**config.mk**
```make
export PLATFORM = sky130hd
export DESIGN_NAME = prover_beta_expand_early
export DESIGN_NICKNAME = d
export VERILOG_FILES = /design/src/rtl/prover_beta_expand_early.sv
export SDC_FILE = /design/constraint.sdc
export NUM_CORES = 1
export LEC_CHECK = 0
export ABC_AREA = 1
export BUFFER_PORTS_ARGS = -buffer_cell sky130_fd_sc_hd__buf_2
export CORE_MARGIN = 2
export CORE_UTILIZATION = 47
export CTS_CLUSTER_SIZE = 10
export DETAILED_ROUTE_END_ITERATION = 12
export GPL_TIMING_DRIVEN = 0
export PLACE_DENSITY = 0.75
export REMOVE_ABC_BUFFERS = 1
export SKIP_CTS_REPAIR_TIMING = 1
export SYNTH_ARGS = -nofsm -noshare
export SYNTH_HDL_FRONTEND = slang
export SYNTH_SLANG_ARGS = --single-unit
```
**constraint.sdc**
```tcl
create_clock -name clk -period 8.7 [get_ports clk]
set_input_delay 1.74 -clock clk [delete_from_list [all_inputs] [get_ports clk]]
set_output_delay 1.74 -clock clk [all_outputs]
set_load 0.005 [all_outputs]
```
**src/rtl/prover_beta_expand_early.sv**
```systemverilog
// Beta-table expander: each round doubles the populated part of the table by
// multiplying with the round challenge tau, using one bit-serial modular multiplier.
`ifndef F_NBITS
`define F_NBITS 8
`endif
`ifndef F_Q
`define F_Q 251
`endif

module prover_beta_expand_early #(
    parameter int nValBits = 3,
    parameter int nValues  = 1 << nValBits
) (
    input  logic                                clk,
    input  logic                                rstb,
    input  logic                                en,
    input  logic                                restart,
    input  logic [`F_NBITS-1:0]                 tau,
    output logic [nValues-1:0][`F_NBITS-1:0]    vals_out,
    output logic                                ready,
    output logic                                ready_pulse,
    output logic                                full
);

    localparam int FN = `F_NBITS;
    localparam int LW = $clog2(nValBits + 1);
    localparam int CW = (FN > 1) ? $clog2(FN) : 1;
    localparam logic [FN:0] Q = (FN + 1)'(`F_Q);

    if (nValues != (1 << nValBits) || nValBits < 1) begin : g_bad_params
        $error("prover_beta_expand_early: nValues must equal 1<<nValBits, nValBits >= 1");
    end

    typedef enum logic [1:0] {
        IDLE  = 2'd0,
        MUL   = 2'd1,
        WRITE = 2'd2
    } state_t;

    state_t                state, state_nxt;
    logic                  en_dly;
    logic                  ready_dly;
    logic [LW-1:0]         layer;
    logic [nValBits-1:0]   idx;
    logic [FN-1:0]         t;
    logic [FN-1:0]         acc;
    logic [CW-1:0]         bit_cnt;

    logic                  start;
    logic [FN-1:0]         operand;
    logic [FN:0]           dbl, dbl_red, sum, sum_red;
    logic [FN-1:0]         mul_step;
    logic [FN:0]           diff;
    logic [nValBits-1:0]   hi_idx;

    assign start       = en & ~en_dly;
    assign ready       = (state == IDLE) & ~start;
    assign ready_pulse = ready & ~ready_dly;

    // Interleaved add-and-double: both operands are < q, so one conditional
    // subtract after the double and one after the add keep the accumulator reduced.
    assign operand  = vals_out[idx];
    assign dbl      = {1'b0, acc} + {1'b0, acc};
    assign dbl_red  = (dbl >= Q) ? dbl - Q : dbl;
    assign sum      = dbl_red + {1'b0, operand};
    assign sum_red  = (sum >= Q) ? sum - Q : sum;
    assign mul_step = t[bit_cnt] ? sum_red[FN-1:0] : dbl_red[FN-1:0];

    // vals[i] - p mod q; adding q back on borrow keeps the result in [0, q).
    assign diff   = (operand >= acc) ? {1'b0, operand} - {1'b0, acc}
                                     : {1'b0, operand} + Q - {1'b0, acc};
    // idx < 2^layer, so OR-ing in bit 'layer' is the same as adding 2^layer.
    assign hi_idx = idx | (nValBits'(1) << layer);

    // NOTE: next-state logic assigns its default first so no path leaves
    // state_nxt unassigned, which would otherwise infer a latch.
    always_comb begin
        state_nxt = state;
        unique case (state)
            IDLE:    if (start && (restart || !full)) state_nxt = MUL;
            MUL:     if (bit_cnt == '0) state_nxt = WRITE;
            WRITE:   state_nxt = (idx == '0) ? IDLE : MUL;
            default: state_nxt = IDLE;
        endcase
    end

    // NOTE: every register below, including the table, uses non-blocking
    // assignments so all updates in a cycle see the pre-edge values.
    always_ff @(posedge clk or negedge rstb) begin
        if (!rstb) begin
            state     <= IDLE;
            en_dly    <= 1'b1;
            ready_dly <= 1'b1;
        end else begin
            state     <= state_nxt;
            en_dly    <= en;
            ready_dly <= ready;
        end
    end

    // NOTE: the table is a small flop array with a defined reset value
    // ([1,0,..]), so it is reset like any other register rather than as a RAM.
    always_ff @(posedge clk or negedge rstb) begin
        if (!rstb) begin
            vals_out    <= '0;
            vals_out[0] <= FN'(1);
            layer       <= '0;
            full        <= 1'b0;
            idx         <= '0;
            t           <= '0;
            acc         <= '0;
            bit_cnt     <= '0;
        end else begin
            unique case (state)
                IDLE: begin
                    if (start && (restart || !full)) begin
                        t       <= tau;
                        acc     <= '0;
                        bit_cnt <= CW'(FN - 1);
                        if (restart) begin
                            vals_out    <= '0;
                            vals_out[0] <= FN'(1);
                            layer       <= '0;
                            full        <= 1'b0;
                            idx         <= '0;
                        end else begin
                            idx <= nValBits'((1 << layer) - 1);
                        end
                    end
                end
                MUL: begin
                    acc <= mul_step;
                    if (bit_cnt != '0) bit_cnt <= bit_cnt - 1'b1;
                end
                WRITE: begin
                    vals_out[hi_idx] <= acc;
                    vals_out[idx]    <= diff[FN-1:0];
                    if (idx == '0) begin
                        layer <= layer + 1'b1;
                        full  <= ((32'(layer) + 1) == nValBits);
                    end else begin
                        idx     <= idx - 1'b1;
                        acc     <= '0;
                        bit_cnt <= CW'(FN - 1);
                    end
                end
                default: ;
            endcase
        end
    end

endmodule
```
Word-level counts from Yosys, hierarchy flattened
Index checks and enable logic that the tools add are counted.

Logic and storage cells: 113. Flip-flop bits (word level): 93. Input bits: 12. Output and inout port bits: 67.

Muxes and demuxes: 40. $lt $le $gt $ge: 8. Reduce and logical (&&, ||, !) cells: 18. Equal/unequal tests: 9. Add/sub/neg operators: 12. Shift-type cells: 2. Bitwise gates (word level): 7.

Operators with widths (number): 64-bit bitwise mux (2); 64-bit two-way mux (2); 64-bit case mux with 2 select lines (1); 8-bit two-way mux (8); 8-bit demux with 3-bit select (2); 8-bit binary-select mux with 3-bit select (1); 8-bit case mux with 3 select lines (1); 9-bit by 8-bit >= comparator with 1-bit output, second input constant (2); 3-bit two-way mux (6); 8-bit subtractor (2); 3-bit by 4-bit < comparator with 1-bit output, second input constant (3); 2-bit two-way mux (5); 2-bit != test, second input constant (5); 8-bit by 8-bit adder with 9-bit output (1); 9-bit by 8-bit adder with 9-bit output (1); 9-bit two-way mux (1); 3-bit case mux with 3 select lines (1); 3-bit AND reduction (3); 9-bit by 8-bit subtractor with 9-bit output, second input constant (1); 8-bit adder, second input constant (1); 8-bit >= comparator (1); 4-bit AND reduction (2); 8-bit subtractor, second input constant (1); 3-bit by 1-bit >= comparator with 1-bit output, second input constant (2); other kinds (26) (41).

Depth between registers and ports, before layout
Gate-level depths: netlist of run 1.

Depth in word-level cells: 9. Depth in mapped cells: 23. Depth with buffers taken out: 23.

Least setup slack after synthesis of run 1
No wires, ideal clock.

Path type: input -> output. From: input port en. To: output port ready_pulse. Path slack: 4933 ps. Path buffers: 0. Required time: 6960 ps. Arrival time: 2027 ps. Stages on the path: 3. Cells stage by stage: inv_1 > nor2_1 > nor3_1.

Cells in the longest elaborated chain, start to end: 4.

RTL lines: start, declared (line 16) `input logic en,`; 1-bit bitwise AND (line 56) `assign start = en & ~en_dly;`; 1-bit inverter (line 57) `assign ready = (state == IDLE) & ~start;`; 1-bit bitwise AND (line 57); 1-bit bitwise AND (line 58) `assign ready_pulse = ready & ~ready_dly;`; end, declared (line 21) `output logic ready_pulse,`.

No other way between the ends.

Final worst setup path of run 1
From: register idx[2]. To: register vals_out[55] (netlist bit).

Cells in the longest elaborated chain, start to end: 8. Elaborated cells between the ends (all ways): 21. Those cells by class: 3 x add/sub; 5 x order compare; 10 x mux; 1 x bitwise; 2 x reduce/logical.

RTL lines: start, declared (line 44) `logic [nValBits-1:0] idx;`; start signal, assigned (line 127) `idx <= nValBits'((1 << layer) - 1);`; start signal, assigned (line 142) `idx <= idx - 1'b1;`; branches (longest 6 deep; another with 8-bit adder); 64-bit bitwise mux (*) (line 137) `vals_out[idx] <= diff[FN-1:0];`; 64-bit case mux with 2 select lines (*) (line 114) `unique case (state)`; end signal, assigned by index (line 137); end, declared (line 19) `` output logic [nValues-1:0][`F_NBITS-1:0] vals_out, ``.

Every way passes the cells marked *. The select of a mux whose other input is x is not followed. A chain may end at the register's enable or synchronous reset.

==> results of run 1 <==
## worst max-delay path, cell delays in order (launching register included)
cell	delay [ns]
dfrtp_1	0.46
nor2_1	0.18
inv_1	0.07
nor2_1	1.01
a221oi_1	0.32
o2111ai_1	0.34
ha_1	0.29
ha_1	0.19
inv_1	0.05
fa_1	0.41
o21ai_0	0.38
nand2_1	0.09
nand2_1	0.10
a21o_1	0.11
nand2_1	0.04
nand2_1	0.06
nand2_1	0.06
nand2_1	0.20
nand2_1	0.08
nand2_1	0.11
nand2_1	0.05
## flip-flops by register name, indices dropped and copies added, names as in the netlist
register / count
idx: 3
ready_dly: 1
layer: 2
state: 2
t: 8
bit_cnt: 3
acc: 8
vals_out: 64
full: 1
en_dly: 1
## final cells by class
cell class | count | area, um^2
fillers | 1360 | 6296
multi-input cells | 687 | 3840
flip-flops and latches | 93 | 2331
inverters | 142 | 535.5
repair buffers | 79 | 420.4
clock buffers | 10 | 229.0
well taps | 180 | 225.2
clock inverters | 6 | 111.4
## placed cells by master, fill, tap and decap left out, drive strengths merged, types with 13 or more instances in the layout
cell type    n
nand2      263
inv        143
dfrtp       90
o21ai       81
buf         79
nor2        78
nand3       54
a21oi       45
ha          39
o22ai       22
nor3        16
xor2        13
## synth_stat cells (all sizes together), types with 8 or more instances
cell,n
nand2,263
inv,142
dfrtp,90
o21ai,81
nor2,78
nand3,54
a21oi,45
ha,39
o22ai,22
nor3,16
xor2,13
nand4,12
a221oi,9
a22oi,8
a31oi,8
## final timing paths
kind                       startpoint      endpoint  slack, ns  cells past startpoint
min in group asynchronous        rstb   vals_out[2]       1.33                      1
max                            idx[2]  vals_out[55]       3.97                     20
min reg2reg                      t[5]          t[5]       0.51                      1
min                              t[5]          t[5]       0.51                      1
max in group asynchronous        rstb  vals_out[36]       6.71                      2
max reg2reg                    idx[2]  vals_out[55]       3.97                     20
## cells by family after synthesis
group | count (synthesis) | share of synthesized area [%]
AO/OA/AOI/OAI | 188 | 16.71
adder cells (fa/ha/maj) | 43 | 8.400
XOR/XNOR | 19 | 2.572
multiplexers | 6 | 0.9990
AND/OR/NAND/NOR | 431 | 28.10
flip-flops | 93 | 34.47
buffers and inverters | 154 | 8.751
## metrics by stage
stage	hold slack [ns]	setup WS (ns)	cell area, um^2
6_report	0.5056	3.974	7692
5_1_grt	0.5175	3.653	7692
4_1_cts	0.5083	4.050	7692
3_5_place_dp	0.4909	4.089	7352
3_3_place_gp	0.4916	4.133	7322
2_1_floorplan	0.4810	4.933	6706
## per-layer routing
| layer | track usage [%] | share of wire (%) |
|---|---|---|
| met1 | 36.97 | 44 |
| met2 | 37.95 | 42 |
| met4 | 9.270 | 3.1 |
| met3 | 7.326 | 11 |
| met5 | 0 | 0 |
==> metrics.yaml, run 1 <==
min_path_type: "reg2reg"
cts_made_buffers: 9
vias_per_cell: 5.560
clock_latency_ns: 0.36
fin_nets: 1067
yosys.area.top_type: "dfrtp_1"
wl_um: 18870
setup_viol: 0
dp.cells: 1181
cts.sinks: 93
ys_types: 52
layout-drive-gt1-share_pct: 15.04
drc: 0
antennaDiodeCount: 0
syn_area_mm2: 0.006763
finalCritPeriodShare_pct: 54.32
first_pass_iters: 6
cts_tree: "built"
area_delta_synth_final_pct: 13.75
cts.clk_slew.worst_paths_ns: 0.06
grt_pass1_vias: 6106
grt_use_total_pct: 26.02
cts-htree-levels: 3
cp_data_required_time_ns: 8.94
async_flop_share_pct: 100.0
synth_area_leaders: "dfrtp_1 33%, nand2_1 14%, ha_1 7.2%"
initialDrtViolationCount: 651
cp-end-kind: "register"
wire_per_inst_um: 15.76
initial_core_util_pct: 48.35
synth_top_cell_area_share_pct: 33.30
max_slew_margin_pct: 9.340
finalMaxSlewViolations: 0
crit_path_max_fanout: 16
ios: 79
fin_worst_skew_ns: 0.009075
final_util_pct: 54.99
maxCapViolCount: 0
fin_crit_ns: 4.726
synth.avg_cell_area_um2: 7.241
synth_edf_count: 0
ys_warn_count: 0
worst_slew_pin_slew_ns: 1.355
outcome: "completed"
rsz0062_at_grt: "no"
grt_max_degree: 62
synth_ff_type: "dfrtp_1"
max_freq_mhz: 211.6
dpl.hpwl_um: 14430
die_width_um: 124.0
arrival_ns: 4.97
instances_no_fill: 1197
vias: 6655
coreArea_mm2: 0.01399
grt_pass1_wl_um: 30760
ys_ff_latch: 93
fin_setup_tns_ns: 0
dieArea_mm2: 0.01536
grt_overflow: 0
clockRootBuffer: "clkbuf_16"
ys_seq_area_share_pct: 34.47
critical_path_class: "reg2reg"
worst_setup_path_start_kind: "register"
ant_nets: 0
chipHeight_um: 124.0
antenna_found_initial: 0
portBuffers: 78
fp-row-count: 43
syn-instance-count: 934
hold_viol_final: 0
gp_congestion: 0.9377
clk_path_buf_depth: 2
Power of run 1 is not shown: default switching activity piles up to over one toggle a cycle in this logic, so the estimate is an artifact.
==> run 2, diff against run 1 <==
Clock period 8.7 ns to 4.91 ns, I/O delays scaled along.
==> run 2 against run 1 <==
  * Core utilization increased by 0.071 points
  * Critical path type unchanged
  * Sequential share of layout area barely moved
  * Fmax rose by 8.2%
  * Highest routed layer unchanged
  * Register-to-register slack worse by 3.4 ns
  * Critical path depth stayed put
==> metrics.yaml, run 2 (synthesis gave the netlist of run 1 again) <==
top_regs: "vals_out (64), acc (8), t (8)"
first_pass_iters: 6  # unchanged
hold_end: "t[5]"
fp-row-count: 43  # unchanged
dpl.hpwl_um: 14430  # unchanged
instances_no_fill: 1197  # unchanged
clockRootBuffer: "clkbuf_16"
dieArea_mm2: 0.01536  # unchanged
antenna_found_initial: 0  # unchanged
critical_path_buf_inv_count: 2  # unchanged
r2r_cells: 20  # unchanged
ios: 79  # unchanged
max_freq_mhz: 229.0  # +8.2%
grt_max_degree: 62  # unchanged
mostFrequentLayoutCells: "259 x nand2_1, 127 x inv_1, 90 x dfrtp_1"
final_common_cell: "nand2_1"
worstHoldPathCells: 1  # unchanged
fin_setup_tns_ns: 0  # unchanged
cp_data_required_time_ns: 5.15  # -3.79 ns
gp_congestion: 0.9377  # unchanged
layout-drive-gt1-share_pct: 15.34  # +0.29 points
wl_um: 18890  # +0.13%
fin_crit_ns: 4.367  # -0.3593 ns
coreArea_mm2: 0.01399  # unchanged
hp-start: "t[5]"
ant_nets: 0  # unchanged
critPathMaxStageDelay_ns: 0.53  # -0.48 ns
wire_per_inst_um: 15.78  # +0.13%
fin_nets: 1067  # unchanged
critical_path_class: "reg2reg"
rsz0062_at_grt: "no"
drc: 0  # unchanged
portBuffers: 78  # unchanged
reg2reg_slack_ns: 0.54  # -3.43 ns
regMostFlops: "vals_out"
cp_top_family: "compound AO/OA/AOI/OAI gates"
path_cells: "inv_2 > nand3_2 > o22ai_1 > a221oi_1 > o2111ai_1 > ha_1 > ha_1 > inv_1 > fa_1 > o21ai_0 > nand2_1 > nand2_1 > a21o_1 > nand2_1 > nand2_1 > nand2_1 > nand2_1 > nand2_1 > nand2_1 > nand2_1"
worst_setup_path_start_kind: "register"
cp_slowest_cell: "dfrtp_1"
initialDrtViolationCount: 659  # +1.2%
cts.clk_slew.worst_paths_ns: 0.07  # about the same
cts.sinks: 93  # unchanged
cp-end-kind: "register"
grt_overflow: 0  # unchanged
finalMaxSlewViolations: 0  # unchanged
clock_latency_ns: 0.36  # about the same
r2r_end: "vals_out[63]"
worst_slew_pin_slew_ns: 1.201  # -0.1535 ns
max_slew_margin_pct: 19.37  # +10 points
setup_viol: 0  # unchanged
min_path_type: "reg2reg"
num-fill-cells: 1360  # unchanged
die_width_um: 124.0  # unchanged
cts_made_buffers: 9  # unchanged
hold_viol_final: 0  # unchanged
fin_worst_skew_ns: 0.009932  # +0.0008572 ns
clk_path_buf_depth: 2  # unchanged
initial_core_util_pct: 48.35  # unchanged
vias_per_cell: 5.565  # about the same
vias: 6661  # +0.090%
cts-htree-levels: 3  # unchanged
outcome: "completed"
area_delta_synth_final_pct: 13.89
rr_startpoint: "idx[0]"
chipHeight_um: 124.0  # unchanged
crit_path_max_fanout: 12  # -4
dp.cells: 1181  # unchanged
largest_reg_flops: 64  # unchanged
grt_pass1_vias: 6106  # unchanged
cpMostUsedCell: "nand2_1"
finalCritPeriodShare_pct: 88.93  # +35 points
maxCapViolCount: 0  # unchanged
grt_pass1_wl_um: 30760  # unchanged
grt_use_total_pct: 26.02  # unchanged
cts_tree: "built"
arrival_ns: 4.60  # -0.37 ns
antennaDiodeCount: 0  # unchanged
-- run 2: cell counts in the layout (fill, tap and decap cells not counted) --
Identical to the previous run, type by type.
-- run 2: worst max-delay path by stage --
stage / startpoint / to / slack [ns] / cells after the start
global placement: idx[2] / vals_out[55] / 0.34 / 20
CTS: idx[2] / vals_out[63] / 0.26 / 20
finish: idx[0] / vals_out[63] / 0.54 / 20
detailed placement: idx[2] / vals_out[63] / 0.30 / 20
global route: idx[0] / vals_out[63] / 0.18 / 20
floorplan: idx[0] / vals_out[63] / 1.39 / 20
-- run 2: layer usage --
layer	share of wire [%]	global-route usage, %	vias up
met5	0	0	-
met1	44	36.97	3054
met3	11	7.326	40
met4	2.9	9.270	0
li1	-	-	3232
met2	43	37.95	335
-- run 2: metrics by stage --
step | instance area [um^2] | utilization (%) | setup WS, ns | hold slack [ns]
2_1_floorplan | 6706 | - | 1.389 | 0.4810
3_5_place_dp | 7352 | 52.56 | 0.2994 | 0.4909
5_1_grt | 7702 | 55.06 | 0.1793 | 0.5175
3_3_place_gp | 7322 | 52.34 | 0.3435 | 0.4916
6_report | 7702 | 55.06 | 0.5434 | 0.5057
4_1_cts | 7692 | 54.99 | 0.2602 | 0.5083
-- run 2: cell type report --
type | count | area (um^2) | area share, %
Clock buffer | 10 | 229.0 | 2.973
Clock inverter | 6 | 111.4 | 1.446
Inverter | 142 | 535.5 | 6.953
Timing Repair Buffer | 79 | 420.4 | 5.458
Tap cell | 180 | 225.2 | 2.924
Sequential cell | 93 | 2331 | 30.26
Multi-Input combinational cell | 687 | 3850 | 49.98
Power of run 2 is left out for the same reason.
==> run 3, diff against run 2 <==
Settings changed: CORE_UTILIZATION 47 to 30, PLACE_DENSITY 0.75 to 0.56, SLEW_MARGIN set to 20.
Clock period 4.91 ns to 5.1 ns, I/O delays scaled along.
==> run 3 against run 2 <==
  * Clock skew is 0.0021 ns lower
  * Register-to-register slack better by 0.06 ns
  * Flip-flop and latch count stayed put
  * Via count is 2.3% lower
  * Sequential share of layout area decreased by 0.35 points
  * Fmax fell by 3.0%
  * Core utilization fell by 20 points
  * Design area grew 1.2%
  * Largest cell class unchanged
==> metrics.yaml, run 3 (synthesis gave the netlist of run 1 again) <==
mostFrequentLayoutCells: "259 x nand2_1, 127 x inv_1, 90 x dfrtp_1"
outcome: "completed"
reg2reg_slack_ns: 0.60  # +0.06 ns
max_freq_mhz: 222.2  # -3.0%
postLayoutCellArea_mm2: 0.007794  # +1.2%
finalCritPeriodShare_pct: 88.26  # -0.67 points
hp-start: "vals_out[55]"
drc: 0  # unchanged
worst_setup_path_start_kind: "register"
worst_slew_pin_slew_ns: 1.184  # -0.01723 ns
area_delta_synth_final_pct: 15.25
portBuffers: 78  # unchanged
cts.clk_slew.worst_paths_ns: 0.06  # about the same
antenna_found_initial: 0  # unchanged
initial_core_util_pct: 30.80  # -18 points
cts.sinks: 93  # unchanged
dieArea_mm2: 0.02376  # +55%
path_cells: "inv_2 > nand3_2 > o22ai_1 > a221oi_1 > o2111ai_1 > ha_1 > ha_1 > inv_1 > fa_1 > o21ai_0 > nand2_1 > nand2_1 > a21o_1 > nand2_1 > nand2_1 > nand2_1 > nand2_1 > nand2_1 > nand2_1 > nand2_1"
fin_nets: 1067  # unchanged
ios: 79  # unchanged
dpl.hpwl_um: 15980  # +11%
seqCellArea_mm2: 0.002331  # unchanged
crit_start: "idx[0]"
cp-end-kind: "register"
clockRootBuffer: "clkbuf_16"
initialDrtViolationCount: 438  # -34%
setup_viol: 0  # unchanged
vias_per_cell: 5.019  # -9.8%
crit_path_max_fanout: 12  # unchanged
grt_pass1_vias: 6107  # +0.016%
final_common_cell: "nand2_1"
grt_overflow: 0  # unchanged
ant_nets: 0  # unchanged
regMostFlops: "vals_out"
first_pass_iters: 5  # -1
grt_max_degree: 64  # +3.2%
multi_input_area_mm2: 0.003854  # about the same
cp_data_required_time_ns: 5.34  # +0.19 ns
cp_slowest_cell: "dfrtp_1"
clk_path_buf_depth: 2  # unchanged
max_slew_margin_pct: 20.53  # +1.2 points
chipHeight_um: 154.1  # +24%
critical_path_class: "reg2reg"
layout-drive-gt1-share_pct: 15.54  # +0.20 points
coreArea_mm2: 0.02196  # +57%
critPathMaxStageDelay_ns: 0.54  # about the same
fin_crit_ns: 4.501  # +0.1347 ns
arrival_ns: 4.75  # +0.15 ns
wl_um: 20720  # +9.7%
antennaDiodeCount: 0  # unchanged
final_util_pct: 35.49  # -20 points
largest_reg_flops: 64  # unchanged
hold_viol_final: 0  # unchanged
cpMostUsedCell: "nand2_1"
rr_startpoint: "idx[0]"
grt_pass1_wl_um: 33590  # +9.2%
fin_worst_skew_ns: 0.007788  # -0.002144 ns
gp_congestion: 0.8589  # -8.4%
cts-htree-levels: 3  # unchanged
finalMaxSlewViolations: 0  # unchanged
cts_tree: "built"
min_path_type: "reg2reg"
top_regs: "vals_out (64), acc (8), t (8)"
fp-row-count: 54  # +26%
die_width_um: 154.1  # +24%
wire_per_inst_um: 15.98  # +1.2%
placed_area_mm2: 0.007483  # +1.8%
grt_use_total_pct: 17.76  # -8.3 points
cts_made_buffers: 9  # unchanged
vias: 6510  # -2.3%
num-fill-cells: 2351  # +73%
clock_latency_ns: 0.36  # about the same
maxCapViolCount: 0  # unchanged
rsz0062_at_grt: "no"
fin_setup_tns_ns: 0  # unchanged
-- run 3: routing by layer --
layer,vias up,GRT usage [%],part of all wire [%]
li1,3235,-,-
met2,196,27.06,43
met5,-,0,0
met4,0,4.851,2.0
met1,3052,26.00,49
met3,27,2.875,5.6
-- run 3: per-stage QoR --
step                cells  setup slack, ns  hold slack, ns
floorplan             922            1.579          0.4810
global placement     1280           0.3192          0.4968
detailed placement   1281           0.4321          0.4940
CTS                  1297           0.3839          0.5138
global route         1297           0.1310          0.5215
finish               1297           0.5987          0.5073
-- run 3: final timing paths --
kind | end | cells past startpoint
max | vals_out[63] | 20
min | vals_out[55] | 2
max reg2reg | vals_out[63] | 20
min reg2reg | vals_out[55] | 2
max in group asynchronous | vals_out[7] | 2
min in group asynchronous | idx[0] | 1
-- run 3: cell type report --
| class | instances | share of cell area (%) |
|---|---|---|
| clock buffer | 9 | 2.890 |
| clock inverter | 7 | 0.9472 |
| inverter | 142 | 6.871 |
| multi-input combinational | 687 | 49.45 |
| sequential | 93 | 29.91 |
| tap | 280 | 4.495 |
| timing repair buffer | 79 | 5.442 |
-- run 3: worst max-delay path, delay by kind of cell (launching register included) --
kind / cells / cell delay (ns)
buffers and inverters: 2 / 0.21
flip-flops: 1 / 0.54
AO/OA/AOI/OAI: 5 / 1.44
adder cells (fa/ha/maj): 3 / 1.09
AND/OR/NAND/NOR: 10 / 1.09
Power of run 3 is left out for the same reason.
